**src/rtl/wave_cfg_sched.sv**
```systemverilog
// Stages func/amp/freq button selections and commits them at a period boundary (or timeout); optional auto func sweep.
// Commit lands one cycle after the qualifying period_end/timeout; there is no backpressure, so every pulse is consumed.
module wave_cfg_sched #(
  parameter int NUM_FUNC     = 5,
  parameter int AUTO_PERIODS = 16,
  parameter int TIMEOUT      = 1000000
) (
  input  logic       clk,
  input  logic       rst,
  input  logic [3:0] btn_pulse,
  input  logic       period_end,
  output logic [2:0] func_sel,
  output logic [2:0] amp_sel,
  output logic [2:0] freq_sel,
  output logic       apply_pulse,
  output logic       pending,
  output logic       mode_auto
);

  localparam int AW = $clog2(AUTO_PERIODS + 1);
  localparam int TW = $clog2(TIMEOUT + 1);

  typedef enum logic [1:0] {IDLE, PEND, APPLY} state_t;

  state_t          state, state_nxt;
  logic [2:0]      func_sh, amp_sh, freq_sh;
  logic [2:0]      func_sh_nxt, amp_sh_nxt, freq_sh_nxt;
  logic [AW-1:0]   auto_cnt, auto_cnt_nxt;
  logic [TW-1:0]   to_cnt, to_cnt_nxt;
  logic            mode_auto_nxt;
  logic            func_hit, amp_hit, freq_hit, any_hit;
  logic            auto_step, auto_wrap;

  function automatic logic [2:0] inc_func(input logic [2:0] v);
    return (v == 3'(NUM_FUNC - 1)) ? 3'd0 : v + 3'd1;
  endfunction

  always_comb begin
    func_hit      = btn_pulse[0] & ~mode_auto;
    amp_hit       = btn_pulse[1];
    freq_hit      = btn_pulse[2];
    any_hit       = func_hit | amp_hit | freq_hit;
    auto_step     = (state == IDLE) & mode_auto & period_end;
    auto_wrap     = auto_step & (auto_cnt == AW'(AUTO_PERIODS - 1));

    state_nxt     = state;
    to_cnt_nxt    = to_cnt;
    auto_cnt_nxt  = auto_cnt;
    mode_auto_nxt = mode_auto ^ btn_pulse[3];
    // func_hit is masked in auto mode, so it can never coincide with auto_wrap
    func_sh_nxt   = (func_hit | auto_wrap) ? inc_func(func_sh) : func_sh;
    amp_sh_nxt    = amp_hit  ? amp_sh + 3'd1  : amp_sh;
    freq_sh_nxt   = freq_hit ? freq_sh + 3'd1 : freq_sh;

    case (state)
      IDLE: begin
        if (auto_wrap)
          auto_cnt_nxt = '0;
        else if (auto_step && !any_hit)
          auto_cnt_nxt = auto_cnt + 1'b1;
        if (any_hit) begin
          state_nxt  = PEND;
          to_cnt_nxt = '0;
        end else if (auto_wrap) begin
          state_nxt = APPLY;
        end
      end
      PEND: begin
        to_cnt_nxt = to_cnt + 1'b1;
        if (period_end || to_cnt == TW'(TIMEOUT - 1))
          state_nxt = APPLY;
      end
      APPLY: begin
        if (any_hit) begin
          state_nxt  = PEND;
          to_cnt_nxt = '0;
        end else begin
          state_nxt = IDLE;
        end
      end
      default: state_nxt = IDLE;
    endcase

    if (btn_pulse[3])
      auto_cnt_nxt = '0;
  end

  always_ff @(posedge clk) begin
    if (rst) begin
      state     <= IDLE;
      func_sh   <= 3'd0;
      amp_sh    <= 3'd7;
      freq_sh   <= 3'd0;
      func_sel  <= 3'd0;
      amp_sel   <= 3'd7;
      freq_sel  <= 3'd0;
      auto_cnt  <= '0;
      to_cnt    <= '0;
      mode_auto <= 1'b0;
    end else begin
      state     <= state_nxt;
      func_sh   <= func_sh_nxt;
      amp_sh    <= amp_sh_nxt;
      freq_sh   <= freq_sh_nxt;
      auto_cnt  <= auto_cnt_nxt;
      to_cnt    <= to_cnt_nxt;
      mode_auto <= mode_auto_nxt;
      // old shadow is committed; a same-cycle button update stays staged
      if (state == APPLY) begin
        func_sel <= func_sh;
        amp_sel  <= amp_sh;
        freq_sel <= freq_sh;
      end
    end
  end

  assign apply_pulse = (state == APPLY);
  assign pending     = (state != IDLE);

endmodule
```
**config.mk**
```make
export PLATFORM = sky130hd
export DESIGN_NAME = wave_cfg_sched
export DESIGN_NICKNAME = d
export VERILOG_FILES = /design/src/rtl/wave_cfg_sched.sv
export SDC_FILE = /design/constraint.sdc
export NUM_CORES = 1
export LEC_CHECK = 0
export CORE_MARGIN = 2
export CORE_UTILIZATION = 55
export CTS_BUF_LIST = sky130_fd_sc_hd__clkbuf_4
export DETAILED_ROUTE_END_ITERATION = 6
export PLACE_DENSITY = 0.76
export SETUP_SLACK_MARGIN = 0.1
export SLEW_MARGIN = 10
export SYNTH_ARGS = -nofsm -noshare
export SYNTH_HDL_FRONTEND = slang
export SYNTH_SLANG_ARGS = --single-unit
```
**constraint.sdc**
```tcl
create_clock -name clk -period 2 [get_ports clk]
set_clock_uncertainty 0.1 [all_clocks]
set_input_delay 0.4 -clock clk [delete_from_list [all_inputs] [get_ports clk]]
set_output_delay 0.4 -clock clk [all_outputs]
set_load 0.02 [all_outputs]
```
==> out/results.txt, run 1 <==
R2r endpoint - auto_cnt[3]$_SDFFE_PP0P_
Initial antenna violation count - 0
Mapped Area - 2210 um^2
N_diodes - 0
Largest cells by area after synthesis - dfxtp_1 42%, mux2i_1 5.0%, nand2_1 4.9%
1st-iter DRT viols - 86
Placed insts - 328
Yosys top cell area share - 41.6%
Die Footprint - 4550 um^2
Worst Hold Class - reg2reg
Multi-input gate area - 1200 um^2
Max-slew violations - 0
Clk buf depth - 2
Crit path max fanout - 6
Status - finished, final reports clean
Avg Synthesized Cell Area - 8.68 um^2
Startpoint Class - register
Maximum clock frequency - 537 MHz
Non-Filler Instances - 338
Most common cell in the netlist - dfxtp_1
Nets - 301
Global-route wire length before repair - 7650 um
Placed Area - 2510 um^2
R2R Path Start - auto_cnt[1]$_SDFFE_PP0P_
Async SR Flop Fraction - 0%
Leakage - 0.999 nW
TritonRoute pass-1 iters - 4
Number of I/O pins - 19
Storage element area - 927 um^2
Yosys cell types - 46
Root Buffer - clkbuf_4
GRT busiest layer - met2
Sequential area share after synthesis - 41.6%
Critical Setup Path Class - reg2reg
Worst Max-Slew Pin Slew - 0.451 ns
Met1 GRT Util - 27.7%
Clock slew seen by the registers of the worst setup and hold paths - 0.14 ns
Mapped Cells - 255
Final ANT Viol Nets - 0
Via count - 1914
Clock Latency Late Sink - 0.37 ns
Hold Fails Final Rpt - 0
Initial Util - 56.2%
Port bufs - 18
Met2 Resource Use GR - 37.0%
Tmin final - 1.86 ns
TritonCTS buffer count - 5
Number of synthesized register bits - 46
Critical Path RT - 2.20 ns
Drt wl/cell - 13.6 um
Synth warn - 0
Worst hold endpoint - func_sel[0]$_SDFFE_PP0N_
GR Layer Usage met3 - 5.17%
Final Cell Area - 2620 um^2
Worst VDD drop - 0.409 mV
Fill cells - 337
Die Width - 67.5 um
Post-synth EDFFs - 0
Syn nets - 269
Core ar. - 3940 um^2
Crit. End Element - register
Final Wtd Congestion - 0.799
HPWL after DPL - 3230 um
Vias in the first global route - 1732
RSZ-0062 raised after global routing - yes
Cell taking the most area after synthesis - dfxtp_1
CTS H-tree lvls - 2
R2R depth - 6
Total gr overflow - 0
CP arrival - 2.06 ns
Die Y - 67.5 um
Vias/cell - 5.66
Residual DRC - 0
Pwr dens - 648 nW/um^2
Hold Crit Start - func_sel[0]$_SDFFE_PP0N_
Slew headroom - 69.8%
Final period util - 93.1%
# setup viols final - 0
Max-Cap Viols - 0
Share of layout cells above drive strength 1 - 15.3%
Reg2Reg Setup Slack - 0.14 ns
Row Count - 23
Area growth, synth to finish - 18.3%
Pin count of the biggest net entering global routing - 20
Top FF cell, synth - dfxtp_1
Hold Path Stages - 2
Final WL - 4600 um
Top cell types by occurrence after synthesis - 46 x dfxtp_1, 29 x nand2_1, 21 x nand3_1, 19 x a21oi_1, 17 x nor2_1
GRT Resource Usage Total - 22.2%
Sink Count - 46
TritonCTS clock tree - built
## what timing repair did
item / 4_1_cts / 5_1_grt
gates cloned: 0 / 0
setup endpoints to repair: 4 / 14
setup buffers: 0 / 2
gates resized for setup: 7 / 6
hold buffers: 0 / 0
## power by group
| part | switching, mW | total (mW) | internal, mW |
|---|---|---|---|
| clock network | 0.322 | 0.465 | 0.144 |
| registers | 0.0305 | 0.976 | 0.945 |
| logic | 0.136 | 0.256 | 0.121 |
| total | 0.488 | 1.70 | 1.21 |
## cell usage in the layout (no fill, tap or decap), types with 3 or more instances in the layout
cell type        netlist  layout
buf_4                  0      18
nor3_1                 8       8
xnor2_1                4       4
clkbuf_4               0       5
nand3_1               21      21
ha_1                   7       7
dfxtp_1               46      43
o21ai_0                8       8
or2_2                  4       4
inv_1                  8       8
or3_1                 10      10
dlygate4sd2_1          0       3
nand2b_1               4       4
a211oi_1               4       4
a21oi_1               19      19
and3_1                 6       5
nor2_1                17      17
mux2i_1               11      11
nand4_1                6       6
clkdlybuf4s50_1        0      13
nand2_1               29      29
## worst max-delay path, stage by stage, from the launching register on
cell and delay, ns:
dfxtp_1 0.37, ha_1 0.16, and3_1 0.16, ha_1 0.22
o2111ai_2 0.22, or3_1 0.39, a21oi_1 0.17
## state kept, by name, indices dropped and copies added (netlist names)
register   cells
freq_sel       3
amp_sh         3
freq_sh        3
func_sh        3
auto_cnt       5
mode_auto      1
amp_sel        3
to_cnt        20
func_sel       3
state          2
## cells by family (layout without fill, tap and decap cells)
kind of cell,count (synthesis),count (layout),synth area share (%)
compound gates,45,45,13.5
xor+xnor,5,5,1.98
fa+ha+maj,7,7,3.95
buf+inv,21,54,5.31
flops,46,46,41.6
mux,12,12,5.48
simple gates,119,119,28.2
## cell type report
class,count,area share (%)
Multi-Input combinational cell,188,45.7
Sequential cell,46,35.4
Timing Repair Buffer,37,12.8
Tap cell,50,2.39
Clock buffer,5,1.43
Inverter,9,1.29
Clock inverter,3,0.955
## per-layer routing
layer	share of wire, %	vias to the layer above
li1	-	979
met1	45	877
met2	48	51
met3	4.5	7
met4	1.8	0
met5	0	-
## metrics by stage
step                      setup TNS [ns]  utilization, %  power (mW)  hold WS (ns)  worst slack [ns]
after detailed placement           -1.17            63.8        1.24         0.347            -0.169
after floorplan                        0               -        1.14         0.344             0.263
after global placement            -0.706            63.8        1.24         0.341            -0.106
after global routing                   0            66.5        1.78         0.384            0.0198
final                                  0            66.5        1.70         0.365             0.137
after CTS                              0            65.5        1.70         0.367             0.106
## worst max path at each step
stage,startpoint,end,slack [ns],depth (start not counted)
finish,auto_cnt[1]$_SDFFE_PP0P_,auto_cnt[3]$_SDFFE_PP0P_,0.14,6
floorplan,auto_cnt[0]$_SDFFE_PP0P_,auto_cnt[3]$_SDFFE_PP0P_,0.26,6
global route,auto_cnt[0]$_SDFFE_PP0P_,auto_cnt[3]$_SDFFE_PP0P_,0.02,6
global placement,btn_pulse[0],to_cnt[7]$_SDFFE_PP0P_,-0.11,6
detailed placement,btn_pulse[2],auto_cnt[3]$_SDFFE_PP0P_,-0.17,5
CTS,auto_cnt[0]$_SDFFE_PP0P_,auto_cnt[3]$_SDFFE_PP0P_,0.11,6
No activity file was read; power rests on OpenSTA's default activity.
==> run 2: changes to the inputs <==
--- a/config.mk
+++ b/config.mk
@@ -9,6 +9,7 @@
 export CORE_UTILIZATION = 55
 export CTS_BUF_LIST = sky130_fd_sc_hd__clkbuf_4
 export DETAILED_ROUTE_END_ITERATION = 6
+export HOLD_SLACK_MARGIN = 0.03
 export PLACE_DENSITY = 0.76
 export SETUP_SLACK_MARGIN = 0.1
 export SLEW_MARGIN = 10
==> results of run 2 <==
Same layout as run 1: the final DEF is identical, and so are final timing and power.
==> run 3: changes to the inputs <==
--- a/config.mk
+++ b/config.mk
@@ -5,12 +5,13 @@
 export SDC_FILE = /design/constraint.sdc
 export NUM_CORES = 1
 export LEC_CHECK = 0
-export CORE_MARGIN = 2
+export CORE_MARGIN = 4
 export CORE_UTILIZATION = 55
 export CTS_BUF_LIST = sky130_fd_sc_hd__clkbuf_4
 export DETAILED_ROUTE_END_ITERATION = 6
+export DONT_BUFFER_PORTS = 1
 export HOLD_SLACK_MARGIN = 0.03
-export PLACE_DENSITY = 0.76
+export PLACE_DENSITY = 0.7
 export SETUP_SLACK_MARGIN = 0.1
 export SLEW_MARGIN = 10
 export SYNTH_ARGS = -nofsm -noshare
==> out/results.txt, run 3 (synthesized netlist as in run 1, its figures left out) <==
Hold Fails Final Rpt - 0
Max-slew violations - 0
R2R depth - 6
Share of layout cells above drive strength 1 - 11.9%
Max stage delay on crit path - 0.39 ns
Sink Count - 46
Global-route wire length before repair - 7470 um
GRT busiest layer - met2
Met2 Resource Use GR - 28.9%
Crit path max fanout - 6
Vias/cell - 5.82
Die Footprint - 5110 um^2
Area growth, synth to finish - 6.84%
TritonCTS clock tree - built
Core ar. - 3770 um^2
Top delay family on crit path - simple AND/OR/NAND/NOR gates
R2R Path Start - auto_cnt[1]$_SDFFE_PP0P_
HPWL after DPL - 2990 um
Die Y - 71.5 um
GR Layer Usage met3 - 3.93%
Setup_tns - 0 ns
Most frequent cells in the layout - 44 x dfxtp_1, 29 x nand2_1, 21 x nand3_1
N_diodes - 0
Worst-path cell chain - ha_1, and3_1, ha_2, o2111ai_2, or3_1, a21oi_1
Final WL - 4350 um
Pwr dens - 739 nW/um^2
Row Count - 22
Initial Util - 58.7%
Leakage - 0.859 nW
Die Width - 71.5 um
Root Buffer - clkbuf_4
Final ANT Viol Nets - 0
Tmin final - 1.81 ns
Via count - 1794
Clock slew seen by the registers of the worst setup and hold paths - 0.14 ns
Top reg by flops - to_cnt
Clk buf depth - 2
Worst path depth - 6
# setup viols final - 0
Met1 GRT Util - 24.0%
Port bufs - 0
CP arrival - 2.00 ns
Beginning of the critical path - auto_cnt[1]$_SDFFE_PP0P_
Final Cell Area - 2370 um^2
Largest regs - to_cnt: 20 flops, auto_cnt: 5 flops
TritonRoute pass-1 iters - 4
Maximum clock frequency - 552 MHz
Worst VDD drop - 0.453 mV
Max reg flops - 20
Most common cell after layout, fill and taps aside - dfxtp_1
Placed Area - 2240 um^2
Final hold slack - 0.0583 ns
Total Power - 1.75 mW
CTS H-tree lvls - 2
Final period util - 90.6%
Clock Latency Late Sink - 0.36 ns
Total gr overflow - 0
Crit. End Element - register
Pin count of the biggest net entering global routing - 27
Final Wtd Congestion - 0.807
Residual DRC - 0
Crit path buf inv count - 0
GRT Resource Usage Total - 18.0%
Startpoint Class - register
Vias in the first global route - 1635
Hold Crit Start - btn_pulse[1]
Worst Max-Slew Pin Slew - 0.992 ns
RSZ-0062 raised after global routing - yes
Slew headroom - 33.7%
Initial antenna violation count - 0
Number of I/O pins - 19
TritonCTS buffer count - 5
Nets - 273
1st-iter DRT viols - 96
Max-Cap Viols - 0
Critical Path RT - 2.19 ns
Fill cells - 324
Status - finished, final reports clean
Hold Path Stages - 2
Critical Setup Path Class - reg2reg
Worst Hold Class - in2reg
Drt wl/cell - 14.1 um
Slowest cell on the critical path - or3_1
run 3: cell count changes in the layout (fill, tap and decap cells not counted), moves of 2 or more:
cell and delta:
dlymetal6s2s_1 -2, dlygate4sd2_1 -3, buf_4 -11, clkdlybuf4s50_1 -13, dlygate4sd3_1 +2
run 3: final timing paths:
kind,end,slack (ns)
max reg2reg,auto_cnt[3]$_SDFFE_PP0P_,0.19
max,auto_cnt[3]$_SDFFE_PP0P_,0.19
min,amp_sh[0]$_SDFFE_PP1P_,0.06
min reg2reg,freq_sel[2]$_SDFFE_PP0N_,0.38
run 3: final cells by class:
cell class	instances	area [um^2]	area share, %
multi-input combinational	188	1190	50.4
timing repair buffer	9	72.6	3.07
inverter	9	35.0	1.48
clock inverter	2	37.5	1.59
tap	48	60.1	2.54
sequential	46	923	39.0
clock buffer	6	45.0	1.90
run 3: routing by layer:
layer / vias up / share of wire (%)
li1: 924 / -
met1: 834 / 49
met2: 31 / 45
met3: 5 / 4.0
met4: 0 / 1.2
met5: - / 0
run 3: metrics by stage:
step           util (%)  worst slack, ns  instances
2_1_floorplan         -            0.263        255
3_3_place_gp       59.5            0.176        298
3_5_place_dp       59.5            0.115        298
4_1_cts            62.4            0.161        308
5_1_grt            62.7            0.100        308
6_report           62.7            0.189        308
run 3: where the power goes:
part	internal, mW	total [mW]	switching [mW]	leakage [nW]
combinational	0.0804	0.192	0.111	0.443
sequential	0.945	0.978	0.0330	0.374
clock	0.278	0.578	0.301	0.0419
total	1.30	1.75	0.445	0.859
run 3: what timing repair did:
item | 4_1_cts | 5_1_grt
hold endpoints to repair | 26 | 0
setup buffers | 0 | 0
endpoints found under the setup margin | 2 | 8
hold buffers | 2 | 0
gates resized for setup | 2 | 4
